--- src/rtl/xt_hb_arbiter.sv ---
// xt_hb_arbiter: round-robin arbiter sharing one XT high-speed bus master
// port between NUM_MASTERS requesters. A tenure ends when the owner drops
// m_req, or when MAX_HOLD transfers have completed and someone else is
// waiting. Read data is routed back to whichever master issued the read.
// Optional feature macro: XT_HB_ARB_LOCK_EN adds m_lock, which suppresses
// the hold-limit hand-over while the owner asserts it.
//
// state | meaning
// ------+-----------------------------------------------------------
// IDLE  | no owner, hb_* outputs forced to 0, waiting for any m_req
// OWN   | one master granted; hb_* follow that master's inputs
module xt_hb_arbiter #(
   parameter int NUM_MASTERS = 2,
   parameter int ADDR_WIDTH  = 15,
   parameter int MAX_HOLD    = 4
) (
   input  logic                              clk,
   input  logic                              rst_n,
   input  logic [NUM_MASTERS-1:0]            m_req,
   input  logic [NUM_MASTERS-1:0]            m_read,
   input  logic [NUM_MASTERS-1:0]            m_write,
   input  logic [2*NUM_MASTERS-1:0]          m_write_width,
   input  logic [ADDR_WIDTH*NUM_MASTERS-1:0] m_raddr,
   input  logic [ADDR_WIDTH*NUM_MASTERS-1:0] m_waddr,
   input  logic [32*NUM_MASTERS-1:0]         m_wdata,
`ifdef XT_HB_ARB_LOCK_EN
   input  logic [NUM_MASTERS-1:0]            m_lock,
`endif
   output logic [NUM_MASTERS-1:0]            m_gnt,
   output logic [NUM_MASTERS-1:0]            m_rvalid,
   output logic [31:0]                       m_rdata,
   output logic                              hb_read,
   output logic                              hb_write,
   output logic [1:0]                        hb_write_width,
   output logic [ADDR_WIDTH-1:0]             hb_raddr,
   output logic [ADDR_WIDTH-1:0]             hb_waddr,
   output logic [31:0]                       hb_wdata,
   input  logic                              hb_ready,
   input  logic [31:0]                       hb_rdata
);

   localparam int IW = (NUM_MASTERS > 1) ? $clog2(NUM_MASTERS) : 1;
   localparam int HW = (MAX_HOLD > 0) ? $clog2(MAX_HOLD + 1) : 1;

   typedef enum logic {IDLE, OWN} state_t;

   state_t                 state;
   logic [IW-1:0]          owner;
   logic [IW-1:0]          rr_ptr;
   logic [HW-1:0]          hold_cnt;
   logic [HW-1:0]          hold_nxt;
   logic [IW-1:0]          rd_owner;
   logic                   rd_pend;
   logic                   xfer_done;
   logic                   rd_done;
   logic                   stall;
   logic                   limit_hit;
   logic                   owner_lock;
   logic                   release_now;
   logic [NUM_MASTERS-1:0] others;
   logic [IW-1:0]          idle_pick;
   logic [IW-1:0]          hand_pick;

   // First requester strictly after 'last', wrapping; 'last' itself is checked last.
   function automatic logic [IW-1:0] rr_pick(input logic [NUM_MASTERS-1:0] req,
                                             input logic [IW-1:0] last);
      logic [IW-1:0] pick;
      logic          found;
      int            idx;
      pick  = last;
      found = 1'b0;
      for (int k = 1; k <= NUM_MASTERS; k++) begin
         idx = int'(last) + k;
         if (idx >= NUM_MASTERS) idx = idx - NUM_MASTERS;
         if (!found && req[idx]) begin
            pick  = IW'(idx);
            found = 1'b1;
         end
      end
      return pick;
   endfunction

   function automatic logic [NUM_MASTERS-1:0] onehot(input logic [IW-1:0] idx);
      return NUM_MASTERS'(1) << idx;
   endfunction

   // AND-OR mux of the granted master's bundle; zero when nobody is granted.
   always_comb begin
      hb_read        = 1'b0;
      hb_write       = 1'b0;
      hb_write_width = '0;
      hb_raddr       = '0;
      hb_waddr       = '0;
      hb_wdata       = '0;
      for (int i = 0; i < NUM_MASTERS; i++) begin
         if (m_gnt[i]) begin
            hb_read        = hb_read  | (m_read[i]  & m_req[i]);
            hb_write       = hb_write | (m_write[i] & m_req[i]);
            hb_write_width = hb_write_width | m_write_width[2*i +: 2];
            hb_raddr       = hb_raddr | m_raddr[ADDR_WIDTH*i +: ADDR_WIDTH];
            hb_waddr       = hb_waddr | m_waddr[ADDR_WIDTH*i +: ADDR_WIDTH];
            hb_wdata       = hb_wdata | m_wdata[32*i +: 32];
         end
      end
   end

   assign xfer_done = (hb_read | hb_write) & hb_ready;
   assign rd_done   = hb_read & hb_ready;
   assign stall     = (hb_read | hb_write) & ~hb_ready;
   assign others    = m_req & ~m_gnt;
   assign idle_pick = rr_pick(m_req, rr_ptr);
   assign hand_pick = rr_pick(others, owner);

`ifdef XT_HB_ARB_LOCK_EN
   assign owner_lock = m_lock[owner];
`else
   assign owner_lock = 1'b0;
`endif

   // Transfer count including the one completing now, saturating at the limit.
   always_comb begin
      hold_nxt = hold_cnt;
      if (xfer_done && (MAX_HOLD != 0) && (hold_cnt != HW'(MAX_HOLD)))
         hold_nxt = hold_cnt + 1'b1;
   end

   // The limit is judged on the count after this cycle's transfer, so the
   // tenure ends on the edge that completes the last allowed transfer.
   assign limit_hit   = (MAX_HOLD != 0) && (hold_nxt == HW'(MAX_HOLD));
   assign release_now = (state == OWN) &&
                        (!m_req[owner] || (limit_hit && (|others) && !stall && !owner_lock));

   // Tenure FSM: grant, hold counting, round-robin hand-over.
   always_ff @(posedge clk) begin
      if (!rst_n) begin
         state    <= IDLE;
         m_gnt    <= '0;
         owner    <= '0;
         rr_ptr   <= IW'(NUM_MASTERS - 1);
         hold_cnt <= '0;
      end else begin
         case (state)
            IDLE: begin
               if (|m_req) begin
                  owner    <= idle_pick;
                  m_gnt    <= onehot(idle_pick);
                  hold_cnt <= '0;
                  state    <= OWN;
               end
            end
            OWN: begin
               if (release_now) begin
                  rr_ptr   <= owner;
                  hold_cnt <= '0;
                  if (|others) begin
                     owner <= hand_pick;
                     m_gnt <= onehot(hand_pick);
                  end else begin
                     m_gnt <= '0;
                     state <= IDLE;
                  end
               end else begin
                  hold_cnt <= hold_nxt;
               end
            end
            default: begin
               state <= IDLE;
               m_gnt <= '0;
            end
         endcase
      end
   end

   // Remember who issued an accepted read so data returns there even after hand-over.
   always_ff @(posedge clk) begin
      if (!rst_n) begin
         rd_pend  <= 1'b0;
         rd_owner <= '0;
      end else begin
         rd_pend  <= rd_done;
         rd_owner <= owner;
      end
   end

   assign m_rvalid = rd_pend ? onehot(rd_owner) : '0;
   assign m_rdata  = hb_rdata;

endmodule

--- config.mk ---
export PLATFORM = sky130hd
export DESIGN_NAME = xt_hb_arbiter
export DESIGN_NICKNAME = d
export VERILOG_FILES = /design/src/rtl/xt_hb_arbiter.sv
export SDC_FILE = /design/constraint.sdc
export NUM_CORES = 1
export LEC_CHECK = 0
export ABC_AREA = 1
export BUFFER_PORTS_ARGS = -buffer_cell sky130_fd_sc_hd__clkbuf_2
export CAP_MARGIN = 20
export CORE_AREA = 2 2 104 106
export DETAILED_ROUTE_END_ITERATION = 8
export DIE_AREA = 0 0 106 108
export GPL_TIMING_DRIVEN = 0
export PLACE_DENSITY = 0.61
export SETUP_SLACK_MARGIN = 0.5
export SYNTH_ARGS = -nofsm -noshare
export SYNTH_HDL_FRONTEND = slang
export SYNTH_SLANG_ARGS = --single-unit
--- constraint.sdc ---
create_clock -name clk -period 1.8 [get_ports clk]
set_input_delay 0.18 -clock clk [delete_from_list [all_inputs] [get_ports clk]]
set_output_delay 0.18 -clock clk [all_outputs]
set_load 0.01 [all_outputs]
== Yosys cells after proc, flatten, opt, wreduce, memory -nomap -nowiden ==
Cells that the tools add are included.

* Logic and storage cells: 120
* Input port bits: 169
* Output and inout port bits: 102
* Flip-flop bits (word level): 10

* $add $sub $neg: 9
* Bitwise gates (word level): 18
* Reductions and logical operators: 16
* Muxes and demuxes: 53
* Eq/ne operators: 5
* Magnitude comparators: 9
* Shift-type cells: 3

{| class="wikitable"
|+ Operators with widths
! operator !! number
|-
| 32-bit 2-to-1 mux || 6
|-
| 32-bit by 3-bit less-than comparator with 1-bit output (second input constant) || 4
|-
| 15-bit 2-to-1 mux || 4
|-
| 32-bit OR || 1
|-
| 1-bit 2-to-1 mux || 30
|-
| 15-bit OR || 2
|-
| 2-bit 2-to-1 mux || 6
|-
| 3-bit 2-to-1 mux || 3
|-
| 3-bit by 2-bit subtractor with 4-bit output (second input constant) || 2
|-
| 1-bit bitwise AND || 7
|-
| 1-bit by 2-bit adder with 3-bit output (second input constant) || 2
|-
| 3-bit by 2-bit >= comparator with 1-bit output (second input constant) || 2
|-
| 1-bit logical AND || 6
|-
| 3-bit case mux with 2 select lines || 1
|-
| 1-bit by 1-bit << shifter with 2-bit output (first input constant) || 3
|-
| 2-bit by 2-bit subtractor with 3-bit output (second input constant) || 2
|-
| 1-bit by 1-bit adder with 2-bit output (second input constant) || 2
|-
| 2-bit >= comparator (second input constant) || 2
|-
| 1-bit zero test || 4
|-
| 2-bit by 1-bit != test with 1-bit output (second input constant) || 2
|-
| 1-bit case mux with 2 select lines || 2
|-
| 2-bit case mux with 2 select lines || 1
|-
| 2-bit AND reduction || 2
|-
| 2-bit OR reduction || 2
|-
| 12 further kinds || 15
|}

== Depth between registers and ports, before layout ==
* Word-level depth: 15
* Mapped depth: 13

== Least setup slack after synthesis ==
OpenSTA, ideal clock, no wires.

* Path kind: register -> register
* Start point: reg hold_cnt[0]
* End point: reg state
* Data arrival time: 1466 ps
* Setup time: 113 ps
* Stages on the path, launching flop included: 13
* Slack: 221 ps
* Data required time: 1687 ps
* Cell sequence: dfxtp_1 -> inv_1 -> ha_1 -> a21oi_2 -> o21ai_2 -> nand2_1 -> nand2_1 -> nor2_2 -> nand3_2 -> nand2_1 -> nand2_1 -> o21ai_1 -> inv_1

* Cells in the longest elaborated chain, start to end: 10
* Elaborated cells between the ends (all ways): 11
* Classes of those cells: 1 x add/sub; 2 x eq/ne; 3 x mux; 5 x reduce/logical

{| class="wikitable"
|+ Ends and longest elaborated chain
! item !! line !! RTL
|-
| start: declaration || 50 || <nowiki>logic [HW-1:0] hold_cnt;</nowiki>
|-
| start signal: assignment || 163 || <nowiki>hold_cnt <= hold_nxt;</nowiki>
|-
| parallel branches: the longest is 2 deep, another holds 3-bit by 1-bit adder with 3-bit output || n/a ||
|-
| 3-bit 2-to-1 mux * || 123 || <nowiki>if (xfer_done && (MAX_HOLD != 0) && (hold_cnt != HW'(MAX_HOLD)))</nowiki>
|-
| 3-bit == test * || 129 || <nowiki>assign limit_hit = (MAX_HOLD != 0) && (hold_nxt == HW'(MAX_HOLD));</nowiki>
|-
| 1-bit logical AND * (2 in series) || 131 || <nowiki>(!m_req[owner] || (limit_hit && (|others) && !stall && !owner_lock));</nowiki>
|-
| 1-bit logical OR * || 131 ||
|-
| 1-bit logical AND * || 130 || <nowiki>assign release_now = (state == OWN) &&</nowiki>
|-
| 1-bit 2-to-1 mux * || 152 || <nowiki>if (release_now) begin</nowiki>
|-
| 1-bit case mux with 2 select lines * || 142 || <nowiki>case (state)</nowiki>
|-
| end signal: assignment || 136 || <nowiki>state <= IDLE;</nowiki>
|-
| end signal: assignment || 148 || <nowiki>state <= OWN;</nowiki>
|-
| end signal: assignment || 160 || <nowiki>state <= IDLE;</nowiki>
|-
| end: declaration || 47 || <nowiki>state_t state;</nowiki>
|}

Mark *: on every way between the ends.
A chain may end at the register's enable or synchronous reset.

== Final worst setup path ==
* Start point: reg m_gnt[1]
* End point: out hb_wdata[1]

* Cells in the longest elaborated chain, start to end: 1

{| class="wikitable"
|+ Ends and longest elaborated chain
! item !! line !! RTL
|-
| start: declaration || 29 || <nowiki>output logic [NUM_MASTERS-1:0] m_gnt,</nowiki>
|-
| start signal: assignment || 146 || <nowiki>m_gnt <= onehot(idle_pick);</nowiki>
|-
| start signal: assignment || 157 || <nowiki>m_gnt <= onehot(hand_pick);</nowiki>
|-
| 32-bit 2-to-1 mux || 96 || <nowiki>if (m_gnt[i]) begin</nowiki>
|-
| end: declaration || 37 || <nowiki>output logic [31:0] hb_wdata,</nowiki>
|}

No other way between the ends.

==> results.txt <==
Status = completed
Final setup viols = 0
Max-slew violations = 0
Initial antenna violation count = 0
Routed len/inst = 14.9 um
CP top delay family = buffers and inverters
H-tree level count = 1
First-pass GRT wire length = 12.8 mm
Dpl ws = -0.0532 ns
Cells after DPL = 586
GRT Util Overall = 0.142
Crit Path Class = reg2out
Setup Total Neg Slack = 0 ns
Min cycle time layout = 1.62 ns
Seq cells post-synth = 10
Reg2reg path depth = 12
CTS clk-pin slew, worst paths = 0.05 ns
Crit path from = m_gnt[1]
Die footprint = 11400 um^2
Lkg Pwr = 2.09 nW
Share of cells above drive strength 1 = 0.719
Pre-antenna DRT Iters = 4
Fmax = 616 MHz
Min-delay worst type = in2reg
Max IR drop VDD = 0.179 mV
Final Skew = 0.00422 ns
IO Pins = 271
Number of distinct library cells after synthesis = 24
Sequential area share after synthesis = 0.133
Synth area leader = a22o_1
Initial Util = 0.147
Final WL = 9.18 mm
Max Cap Violations = 0
Critical Path Source Type = flop
Post-synth top area share = 0.373
Finished Cell Area = 3590 um^2
Vias in the first global route = 2527
Antenna cells = 0
Post-Syn Area = 1500 um^2
Fin crit share = 0.902
ANT nets after route = 0
HPWL after DPL = 7.25 mm
Largest net degree at the start of global routing = 11
Slew HR = 0.727
Mapped Nets = 383
RSZ-0062 raised after global routing = true
Critical path's slowest cell = dfxtp_4
Syn Inst Count = 212
Worst Path Buf+Inv = 4
CP Capture Point = hb_wdata[1]
CTS tree = yes
CP cell instances = buf_12, clkbuf_16, clkbuf_16, a22o_1, clkbuf_2
Num Clock Sinks = 10
RePlAce Congestion = 0.774
Critical path capture point type = output pin
Root Driver = clkbuf_8
IO Port Bufs = 238
Max FO, Critical Path = 6
Worst skew pair latency = 0.24 ns
Syn. warnings = 0
Area grow syn2layout = 139%
Non-Filler Instances = 617
Stages on the worst setup path = 5
Power per cell area = 591 nW/um^2
Clock buffer depth = 2
Drt initial violations = 74
Final Worst Setup Slack = 0.176 ns
WP data required = 1.62 ns
Die X = 106 um
Critical Path Most Common Cell = clkbuf_16
Slew @ Worst Pin = 0.405 ns
Cell Rows = 37
Core area = 10200 um^2
Crit path DAT = 1.44 ns
R2R Path End = m_gnt[0]
CTS Buf Count = 3
Tot Pwr = 2.12 mW
Syn Area/Cell = 7.09 um^2
Via count = 2645
Height of the die = 108 um
Final hold vios = 0
Grt total ovfl = 0
R2r setup slk = 0.23 ns
Worst stage delay on the critical path = 0.36 ns
Placed Area = 2910 um^2
DRC viols = 0
Nets = 653
Vias per cell = 4.29
Worst reg2reg path startpoint = hold_cnt[1]
Top cells by area, synth = a22o_1 37%, buf_4 16%, dfxtp_1 13%
-- Yosys cell counts --
cell / number
a22o_1: 64
buf_4: 32
nand2_1: 23
inv_1: 14
clkbuf_1: 13
nand3_1: 11
dfxtp_1: 10
nor2_1: 10
a21oi_1: 7
inv_2: 5
nand2_2: 4
o21ai_0: 4
buf_1: 2
ha_1: 2
nor3_1: 2
a211oi_1: 1
a21oi_2: 1
nand3_2: 1
nand3_4: 1
nor2_2: 1
o21a_1: 1
o21ai_1: 1
o21ai_2: 1
xnor2_1: 1
-- worst min path at each step --
stage                      from     end  cells after the start
after floorplan           rst_n  rr_ptr                      1
after global placement    rst_n  rr_ptr                      2
after detailed placement  rst_n  rr_ptr                      2
after CTS                 rst_n  rr_ptr                      2
after global routing      rst_n  rr_ptr                      2
final                     rst_n  rr_ptr                      2
-- cell families (layout without fill, tap and decap cells) --
group,count (synthesis),in the layout,share of synthesized area
simple gates,53,53,0.165
fa+ha+maj,2,2,0.0167
compound gates,80,80,0.435
buf+inv,66,335,0.245
flops,10,10,0.133
xor+xnor,1,1,0.00583
-- per-stage QoR --
stage                     hold WS [ns]   util
after floorplan                  0.264      -
after global placement           0.468  0.285
after detailed placement         0.470  0.285
after CTS                        0.222  0.333
after global routing             0.239  0.351
final                            0.229  0.351
-- state kept, by name (all words and copies together) (netlist names) --
register	cells
rd_pend	1
rr_ptr	1
state	1
m_gnt	2
hold_cnt	3
rd_owner	1
owner	1
-- where the power goes --
group	switching [mW]	leakage, nW	total [mW]	internal (mW)
Sequential	0.0263	0.0846	0.269	0.243
Clock	0.0944	0.0288	0.287	0.193
Combinational	0.711	1.97	1.57	0.857
-- cell type report --
class | count | area, um^2
buffer | 47 | 497
clock buffer | 4 | 55.1
fill | 1110 | 6640
inverter | 19 | 71.3
multi-input combinational | 136 | 1020
sequential | 10 | 213
tap | 136 | 170
timing repair buffer | 265 | 1560
-- worst register-to-register path, cell delays in order (launching register included) --
cell	delay, ns
dfxtp_4	0.34
buf_4	0.14
ha_4	0.16
xnor2_2	0.15
nand3_1	0.09
nand2_1	0.08
inv_2	0.05
nand3_4	0.08
nand3_4	0.12
nand2_2	0.11
nand2_1	0.05
nand2_1	0.05
nor2_1	0.04
-- cell usage in the layout, fill, tap and decap left out, types with 2 or more instances in the layout --
cell type,synthesis,routed
nand3_4,1,2
ha_4,0,2
nor2_1,10,10
clkbuf_16,0,9
buf_6,0,9
buf_4,32,46
nand2_1,23,21
clkbuf_2,0,227
o21ai_1,1,2
inv_2,5,7
dfxtp_4,0,3
clkbuf_8,0,7
a22o_1,64,63
nand2_2,4,6
a21oi_1,7,6
nand3_2,1,3
nand3_1,11,8
o21ai_0,4,3
buf_8,0,8
inv_1,14,12
dfxtp_1,10,6
buf_2,0,6
-- metal layers --
| layer | GRT usage | vias to the layer above | wire length (um) |
|---|---|---|---|
| met5 | 0 | - | 0 |
| met4 | 0.0273 | 0 | 103 |
| met3 | 0.0253 | 10 | 703 |
| met2 | 0.280 | 159 | 4940 |
| met1 | 0.160 | 1198 | 3430 |
| li1 | - | 1278 | - |
-- timing repair --
item / in CTS / in global routing
pin swaps: 13 / 13
resized for setup: 46 / 39
endpoints found under the hold margin: 0 / 0
cloned: 8 / 2
setup endpoints to repair: 72 / 73
hold buffers: 0 / 0
setup buffers: 12 / 5
(Power assumes the default switching activity.)
